[src/rtl/bin2bcd_if.sv]
// Handshake/bus bundle for the sequential binary-to-BCD converter.
//   master : drives start, bin_in; observes busy, done, bcd_out, overflow
//   slave  : the converter side
// BIN_W / DIGITS must match the converter instance.
interface bin2bcd_if #(
  parameter int unsigned BIN_W  = 7,
  parameter int unsigned DIGITS = 2
);
  logic                  start;
  logic [BIN_W-1:0]      bin_in;
  logic                  busy;
  logic                  done;
  logic [4*DIGITS-1:0]   bcd_out;
  logic                  overflow;

  modport master (
    output start, bin_in,
    input  busy, done, bcd_out, overflow
  );

  modport slave (
    input  start, bin_in,
    output busy, done, bcd_out, overflow
  );
endinterface

[src/rtl/bin2bcd_seq.sv]
// Sequential shift-add-3 (double-dabble) binary-to-BCD converter, one input
// bit per clock, under a start/busy/done handshake. Feeds packed BCD operands
// to the downstream two-digit BCD adder.
//
// Ports:
//   clk  - system clock, rising edge
//   rst  - asynchronous active-high reset
//   bus  - bin2bcd_if.slave: start, bin_in (in); busy, done, bcd_out,
//          overflow (out, all registered)
//
// Optional build macro BIN2BCD_SATURATE_EN: on overflow bcd_out is forced to
// all nines instead of the value modulo 10^DIGITS.
module bin2bcd_seq #(
  parameter int unsigned BIN_W  = 7,
  parameter int unsigned DIGITS = 2
) (
  input  logic       clk,
  input  logic       rst,
  bin2bcd_if.slave   bus
);

  localparam int unsigned BCD_W = 4 * DIGITS;
  localparam int unsigned CNT_W = $clog2(BIN_W + 1);

  typedef enum logic [1:0] {
    IDLE = 2'd0,
    CONV = 2'd1,
    DONE = 2'd2
  } state_t;

  state_t             state_q, state_d;
  logic [BIN_W-1:0]   sh_q, sh_d;
  logic [BCD_W-1:0]   work_q, work_d;
  logic               ovf_q, ovf_d;
  logic [CNT_W-1:0]   cnt_q, cnt_d;
  logic [BCD_W-1:0]   bcd_q, bcd_d;
  logic               ovfo_q, ovfo_d;
  logic               busy_q, busy_d;
  logic               done_q, done_d;

  // one double-dabble step, computed from the current working registers
  logic [BCD_W-1:0]   adj;
  logic               shout;
  logic [BCD_W-1:0]   step_work;
  logic [BIN_W-1:0]   step_sh;
  logic               step_ovf;

  // state and datapath registers
  always_ff @(posedge clk or posedge rst) begin
    if (rst) begin
      state_q <= IDLE;
      sh_q    <= '0;
      work_q  <= '0;
      ovf_q   <= 1'b0;
      cnt_q   <= '0;
      bcd_q   <= '0;
      ovfo_q  <= 1'b0;
      busy_q  <= 1'b0;
      done_q  <= 1'b0;
    end else begin
      state_q <= state_d;
      sh_q    <= sh_d;
      work_q  <= work_d;
      ovf_q   <= ovf_d;
      cnt_q   <= cnt_d;
      bcd_q   <= bcd_d;
      ovfo_q  <= ovfo_d;
      busy_q  <= busy_d;
      done_q  <= done_d;
    end
  end

  // next-state, datapath step and registered-output next values
  always_comb begin
    state_d = state_q;
    sh_d    = sh_q;
    work_d  = work_q;
    ovf_d   = ovf_q;
    cnt_d   = cnt_q;
    bcd_d   = bcd_q;
    ovfo_d  = ovfo_q;

    // add 3 to every digit >= 5 so the following doubling carries correctly
    adj = work_q;
    for (int unsigned i = 0; i < DIGITS; i++) begin
      if (work_q[4*i +: 4] >= 4'd5) adj[4*i +: 4] = work_q[4*i +: 4] + 4'd3;
    end
    // the bit leaving the top digit means the value no longer fits
    {shout, step_work, step_sh} = {adj, sh_q, 1'b0};
    step_ovf = ovf_q | shout;

    case (state_q)
      IDLE: begin
        if (bus.start) begin
          sh_d    = bus.bin_in;
          work_d  = '0;
          ovf_d   = 1'b0;
          cnt_d   = CNT_W'(BIN_W);
          state_d = CONV;
        end
      end
      CONV: begin
        sh_d   = step_sh;
        work_d = step_work;
        ovf_d  = step_ovf;
        cnt_d  = cnt_q - CNT_W'(1);
        if (cnt_q == CNT_W'(1)) begin
          state_d = DONE;
          ovfo_d  = step_ovf;
`ifdef BIN2BCD_SATURATE_EN
          bcd_d   = step_ovf ? {DIGITS{4'h9}} : step_work;
`else
          bcd_d   = step_work;
`endif
        end
      end
      DONE:    state_d = IDLE;
      default: state_d = IDLE;
    endcase

    busy_d = (state_d == CONV);
    done_d = (state_d == DONE);
  end

  assign bus.busy     = busy_q;
  assign bus.done     = done_q;
  assign bus.bcd_out  = bcd_q;
  assign bus.overflow = ovfo_q;

endmodule

[src/flat_wrapper.sv]
// flat-port wrapper written by rule: the top's interface ports become plain ports
module bin2bcd_seq_flat 
#(
  parameter int unsigned BIN_W  = 7,
  parameter int unsigned DIGITS = 2
)
  (clk, rst, bus_start, bus_bin_in, bus_busy, bus_done, bus_bcd_out, bus_overflow);
  bin2bcd_if #(.BIN_W(BIN_W), .DIGITS(DIGITS)) bus_i ();
  input  logic clk;
  input  logic rst;
  input wire logic [$bits(bus_i.start)-1:0] bus_start;
  input wire logic [$bits(bus_i.bin_in)-1:0] bus_bin_in;
  output wire logic [$bits(bus_i.busy)-1:0] bus_busy;
  output wire logic [$bits(bus_i.done)-1:0] bus_done;
  output wire logic [$bits(bus_i.bcd_out)-1:0] bus_bcd_out;
  output wire logic [$bits(bus_i.overflow)-1:0] bus_overflow;
  assign bus_i.start = bus_start;
  assign bus_i.bin_in = bus_bin_in;
  assign bus_busy = bus_i.busy;
  assign bus_done = bus_i.done;
  assign bus_bcd_out = bus_i.bcd_out;
  assign bus_overflow = bus_i.overflow;
  bin2bcd_seq #(.BIN_W(BIN_W), .DIGITS(DIGITS)) u_core (.clk(clk), .rst(rst), .bus(bus_i));
endmodule
[config.mk]
export PLATFORM = sky130hd
export DESIGN_NAME = bin2bcd_seq_flat
export DESIGN_NICKNAME = d
export VERILOG_FILES = /design/src/rtl/bin2bcd_if.sv /design/src/rtl/bin2bcd_seq.sv /design/src/flat_wrapper.sv
export SDC_FILE = /design/constraint.sdc
export NUM_CORES = 1
export LEC_CHECK = 0
export CAP_MARGIN = 20
export CORE_MARGIN = 2
export CORE_UTILIZATION = 40
export DETAILED_ROUTE_END_ITERATION = 6
export PLACE_DENSITY = 0.7
export SLEW_MARGIN = 30
export SYNTH_ARGS = -nofsm -noshare
export SYNTH_HDL_FRONTEND = slang
export SYNTH_SLANG_ARGS = --single-unit
[constraint.sdc]
create_clock -name clk -period 2.84 [get_ports clk]
set_clock_uncertainty 0.15 [all_clocks]
set_input_delay 0.426 -clock clk [delete_from_list [all_inputs] [get_ports clk]]
set_output_delay 0.426 -clock clk [all_outputs]
set_load 0.02 [all_outputs]
==> flow_summary.yaml, run 1 <==
setup_path:
  crit_path_max_fanout: 4
  criticalPathCategory: "reg2reg"
  critical_path.reg2reg.startpoint: "u_core.work_q[4]"
  setup.worst_path.start_class: "register"
  critPathSlowestCell: "dfrtp_1"
  setup.reg_to_reg.worst_slack_ps: 1000
  timing.critical_path.slowest_cell_delay_ps: 420
  cp_arrival_ps: 1890
  worst_setup_path_end_kind: "register"
  cp.required_ps: 2890
  reg2reg_depth: 6
  list_of_cells_traversed_by_the_critical_path: "inv_1 > ha_1 > nand2b_1 > a21oi_1 > mux2_2 > o21ai_0"
  worst_r2r_endpoint: "u_core.bus.bcd_out[6]"
logic_synthesis:
  post_synth_most_frequent_cells: "dfrtp_1 (32), nand2_1 (20), o21ai_0 (20)"
  synth_top_cell_by_area: "dfrtp_1"
  synth_seq_cells: 32
  postSynthNetCount: 159
  synthesis.instances: 143
  synthDistinctLibCells: 29
  synth_area_leaders: "dfrtp_1 (55%), o21ai_0 (6.8%), ha_1 (5.1%), nand2_1 (5.1%), a21oi_1 (3.8%)"
  synth-main-ff-cell: "dfrtp_1"
  synth.most_common_cell: "dfrtp_1"
  ys_seq_area_share_pct: 54.56
  synth_enable_flop_cells: 0
  async_flop_share_pct: 100.0
  synth_area_um2: 1468
  avgSynthCellArea_um2: 10.26
  ys_warn_count: 0
  yosysTopAreaCellShare_pct: 54.56
clock_tree:
  cts_sinks: 32
  cts_root_buffer: "clkbuf_8"
  cts_post_setup_buffers_inserted: 0
  tritoncts: "yes"
  cts_inserted_buffers: 5
  clockBufferDepth: 2
  clk_latency_ps: 280
  htree_levels: 2
  cts.clk_slew.worst_paths_ps: 60
  holdBufCountCts: 0
  cts_repair_resize_count: 0
detailed_routing:
  routed_wirelength_um: 2923
  drtAntennaViolNets: 0
  detail_route.first_pass.iterations: 4
  vias: 1077
  drt_first_iter_violations: 27
  vias_per_cell: 4.963
  route.detailed.wl_per_inst_um: 13.47
  route.detailed.drc: 0
sta:
  maxSlewViolCount: 0
  finalHoldViolCount: 0
  final.period_utilization_pct: 64.69
  grt_setup_unrepaired: "false"
  worst_pin_slew_ps: 644.9
  final_period_minus_worst_setup_slack_ps: 1837
  final_setup_violations: 0
  maxClockFrequency_mhz: 544.3
  tightest_slew_margin_relative_to_the_limit_pct: 57.00
  setup_tns_ps: 0
grt:
  first_pass_grt_wire_length_um: 5133
  first_global_vias: 1161
  grt_use_total_pct: 16.34
  grt_overflow: 0
  grt_antenna_before_repair: 0
  grt_start_max_net_pins: 33
floorplanning:
  core_region_area_um2: 3606
  initial_core_util_pct: 40.70
  design.die.area_um2: 4170
  io_pins: 21
  num_rows: 22
  floorplan.die.height_um: 64.58
  chipWidth_um: 64.58
job:
  maxCapViolations: 0
placed_design:
  routability_congestion_estimate: 0.7448
  placedCellCount: 209
  io_buffer_count: 20
  detailed_placer_s_ending_hpwl_um: 2124
cells_and_area:
  nNetsFinal: 184
  syn2layout_area_growth_pct: 22.76
  drive_gt1_share_pct: 9.467
  final_cell_count_without_fillers: 217
  antenna-diode-count: 0
power_and_ir_drop:
  p_leak_uw: 0.0007995
  vdd_ir_drop_max_mv: 0.4272
  p_per_area_nw_per_um2: 1136
worst_hold_path:
  hp-start: "u_core.bus.bcd_out[5]"
  hold-path-cell-count: 2
  min-delay-path-class: "reg2reg"
  worst_hold_endpoint: "u_core.bus.bcd_out[5]"
run_status:
  outcome: "finished, final reports clean"
## state kept, by name, indices dropped and copies added (netlist names)
| name | flops |
|---|---|
| u_core.ovf_q | 1 |
| u_core.bus.done | 1 |
| u_core.state_q | 2 |
| u_core.bus.overflow | 1 |
| u_core.bus.bcd_out | 8 |
| u_core.sh_q | 7 |
| u_core.work_q | 8 |
| u_core.cnt_q | 3 |
| u_core.bus.busy | 1 |
## metal layers
| metal | global-route usage [%] | vias up | share of wire (%) |
|---|---|---|---|
| met1 | 19.55 | 504 | 45 |
| met2 | 27.47 | 25 | 48 |
| met4 | 5.851 | 0 | 2.1 |
| met3 | 5.382 | 5 | 4.3 |
| li1 | - | 543 | - |
| met5 | 0 | - | 0 |
## layout make-up
| class | instances | area, µm² |
|---|---|---|
| well taps | 48 | 60.06 |
| repair buffers | 21 | 207.7 |
| multi-input cells | 96 | 598.1 |
| fillers | 345 | 1804 |
| flip-flops and latches | 32 | 800.8 |
| clock buffers | 8 | 90.09 |
| inverters | 12 | 45.04 |
## cells by family after synthesis
family	share of synthesized area, %
AOI/OAI and AO/OA	19.78
xor gates and xnor gates	1.194
adders and majority gates	5.115
buffers and inverters	4.688
DFF	54.56
muxes	2.557
and+or+nand+nor	12.11
## cell usage in the layout (no fill, tap or decap), types with 4 or more instances in the layout
master,instances
a21oi_1,11
a22oi_1,4
clkbuf_8,6
clkdlybuf4s50_1,20
dfrtp_1,32
ha_1,6
inv_1,11
nand2_1,20
nor2_1,4
o21ai_0,20
o22ai_1,6
## worst max-delay path by stage
stage,endpoint,cells past startpoint,from
3_3_place_gp,u_core.cnt_q[2],4,bus_start
6_report,u_core.bus.bcd_out[6],6,u_core.work_q[4]
3_5_place_dp,u_core.cnt_q[2],4,bus_start
4_1_cts,u_core.bus.bcd_out[6],6,u_core.work_q[4]
5_1_grt,u_core.bus.bcd_out[6],6,u_core.work_q[4]
2_1_floorplan,u_core.work_q[6],6,u_core.work_q[4]
## power breakdown
part	switching (µW)	internal, µW	total, µW
Clock	154	197	352
Sequential	164	652	815
Combinational	471	409	880
Total	789	1260	2050
## worst max-delay path, delay by kind of cell, from the launching register on
kind / cells / cell delay (ps)
muxes: 1 / 380
AOI/OAI and AO/OA: 2 / 400
buffers and inverters: 1 / 110
DFF: 1 / 420
adders and majority gates: 1 / 210
and+or+nand+nor: 1 / 80
## per-stage QoR
step	cell area [µm²]	setup WS [ps]	total power, µW	util, %	hold WS (ps)
floorplan	1468	1212	1410	-	300.0
global placement	1712	866.5	1647	47.47	308.3
detailed placement	1712	809.4	1704	47.47	321.6
CTS	1802	969.5	2069	49.97	336.6
global route	1802	855.4	2233	49.97	358.4
finish	1802	1003	2046	49.97	328.5
No activity file was read; power rests on OpenSTA's default activity.
==> run 2, diff against run 1 <==
clock period = 1.8 ns   (was 2.84 ns; I/O delays follow)
==> flow_summary.yaml, run 2 (same netlist as run 1, synthesis figures left out) <==
run_status:
  outcome: "finished, final reports clean"
clock_tree:
  cts.clk_slew.worst_paths_ps: 60
  tritoncts: "yes"
  clockBufferDepth: 2
  clk_latency_ps: 280
  holdBufCountCts: 0
  htree_levels: 2
  cts_sinks: 32
  cts_root_buffer: "clkbuf_8"
  cts_inserted_buffers: 5
setup_path:
  setup.worst_path.start_class: "register"
  critPathSlowestCell: "dfrtp_2"
  setup.reg_to_reg.worst_slack_ps: 80
  cp_arrival_ps: 1770
  criticalPathCategory: "reg2reg"
  cp.required_ps: 1850
  list_of_cells_traversed_by_the_critical_path: "ha_1 > nand2b_1 > a21oi_2 > mux2_2 > o21ai_0"
  critPathTopFamily: "flip-flops"
  worstPathBufferInverterCount: 0
  worst_setup_path_end_kind: "register"
  timing.critical_path.slowest_cell_delay_ps: 430
  crit_path_max_fanout: 5
sta:
  final_period_minus_worst_setup_slack_ps: 1720
  worst_pin_slew_ps: 389.8
  maxSlewViolCount: 0
  final.period_utilization_pct: 95.56
  maxClockFrequency_mhz: 581.4
  final_setup_violations: 0
  worst_hold_slack_ps: 218.9
  setup_slack_ps: 79.96
  finalHoldViolCount: 0
  tightest_slew_margin_relative_to_the_limit_pct: 74.01
cells_and_area:
  commonest_non_fill_non_tap_cells_in_the_layout: "dfrtp_1 (31), nand2_1 (20), clkdlybuf4s50_1 (20)"
  final_cell_count_without_fillers: 223
  nNetsFinal: 191
  layout.filler_cells: 321
  layout.cells.most_common: "dfrtp_1"
  drive_gt1_share_pct: 18.29
  antenna-diode-count: 0
  postLayoutCellArea_um2: 1881
  syn2layout_area_growth_pct: 28.13
floorplanning:
  floorplan.die.height_um: 64.58
  core_region_area_um2: 3606
  chipWidth_um: 64.58
  num_rows: 22
  design.die.area_um2: 4170
  initial_core_util_pct: 40.70
  io_pins: 21
grt:
  grt_antenna_before_repair: 0
  grt_overflow: 0
  first_global_vias: 1139
  first_pass_grt_wire_length_um: 4995
  grt_use_total_pct: 15.92
  grt_start_max_net_pins: 33
placed_design:
  placedCellCount: 213
  io_buffer_count: 20
  detailed_placer_s_ending_hpwl_um: 2210
  post_placement_worst_setup_slack_ps: 18.26
  dpl_cell_area_um2: 1742
  routability_congestion_estimate: 0.7884
power_and_ir_drop:
  vdd_ir_drop_max_mv: 0.6183
  p_leak_uw: 0.0008343
  p_per_area_nw_per_um2: 1818
detailed_routing:
  route.detailed.wl_per_inst_um: 13.64
  routed_wirelength_um: 3041
  drt_first_iter_violations: 55
  vias_per_cell: 5.112
  route.detailed.drc: 0
  detail_route.first_pass.iterations: 4
  drtAntennaViolNets: 0
  vias: 1140
worst_hold_path:
  min-delay-path-class: "in2async"
job:
  maxCapViolations: 0
## run 2: cell types whose count changed in the layout (fill, tap and decap cells not counted), sizes merged
cell and delta:
clkbuf -1, buf +7
## run 2: final timing paths
kind / startpoint / endpoint / depth (start not counted)
min in group clk: u_core.bus.bcd_out[0] / u_core.bus.bcd_out[0] / 2
max in group asynchronous: rst / u_core.work_q[0] / 3
worst max-delay path: u_core.work_q[0] / u_core.work_q[2] / 5
worst max register to register: u_core.work_q[0] / u_core.work_q[2] / 5
worst min register to register: u_core.bus.bcd_out[0] / u_core.bus.bcd_out[0] / 2
worst min-delay path: rst / u_core.bus.done / 3
## run 2: report_power, final
part,total [µW],internal [µW],leakage (µW),switching [µW]
Combinational,1550,754,0.000392,799
Clock,585,340,0.0000503,245
Sequential,1280,1030,0.000392,251
Total,3420,2120,0.000834,1290
## run 2: final cells by class
type / count / area (µm²) / share of cell area (%)
flip-flops and latches: 32 / 802.0 / 42.65
multi-input cells: 96 / 616.8 / 32.80
clock buffers: 7 / 96.34 / 5.123
repair buffers: 28 / 260.3 / 13.84
inverters: 12 / 45.04 / 2.395
well taps: 48 / 60.06 / 3.194
## run 2: worst reg2reg max path, stage by stage, from the launching register on
cell	delay (ps)
dfrtp_2	430
ha_1	190
nand2b_1	160
a21oi_2	180
mux2_2	370
o21ai_0	160
## run 2: per-stage QoR
stage          power [µW]  util (%)  TNS, ps
6_report             3419     52.15        0
5_1_grt              3680     52.15   -6.309
3_5_place_dp         2739     48.30        0
4_1_cts              3340     51.04        0
3_3_place_gp         2635     48.30        0
2_1_floorplan        2224         -        0
## run 2: per-layer routing
layer	wire, µm	track usage, %	vias up
met2	1478	26.69	35
met5	0	0	-
met1	1320	18.54	542
li1	-	-	554
met3	165	3.993	9
met4	78	9.043	0
## run 2: timing repair
action | 4_1_cts | 5_1_grt
gates cloned | 0 | 0
gates resized for setup | 1 | 9
setup buffers | 0 | 3
pin swaps | 0 | 2
endpoints found under the hold margin | 0 | 0
setup endpoints to repair | 1 | 4
==> run 3, diff against run 2 <==
CAP_MARGIN = not set   (was 20)
==> results of run 3 <==
The final DEF is identical to that of run 2; final timing and power are the same.
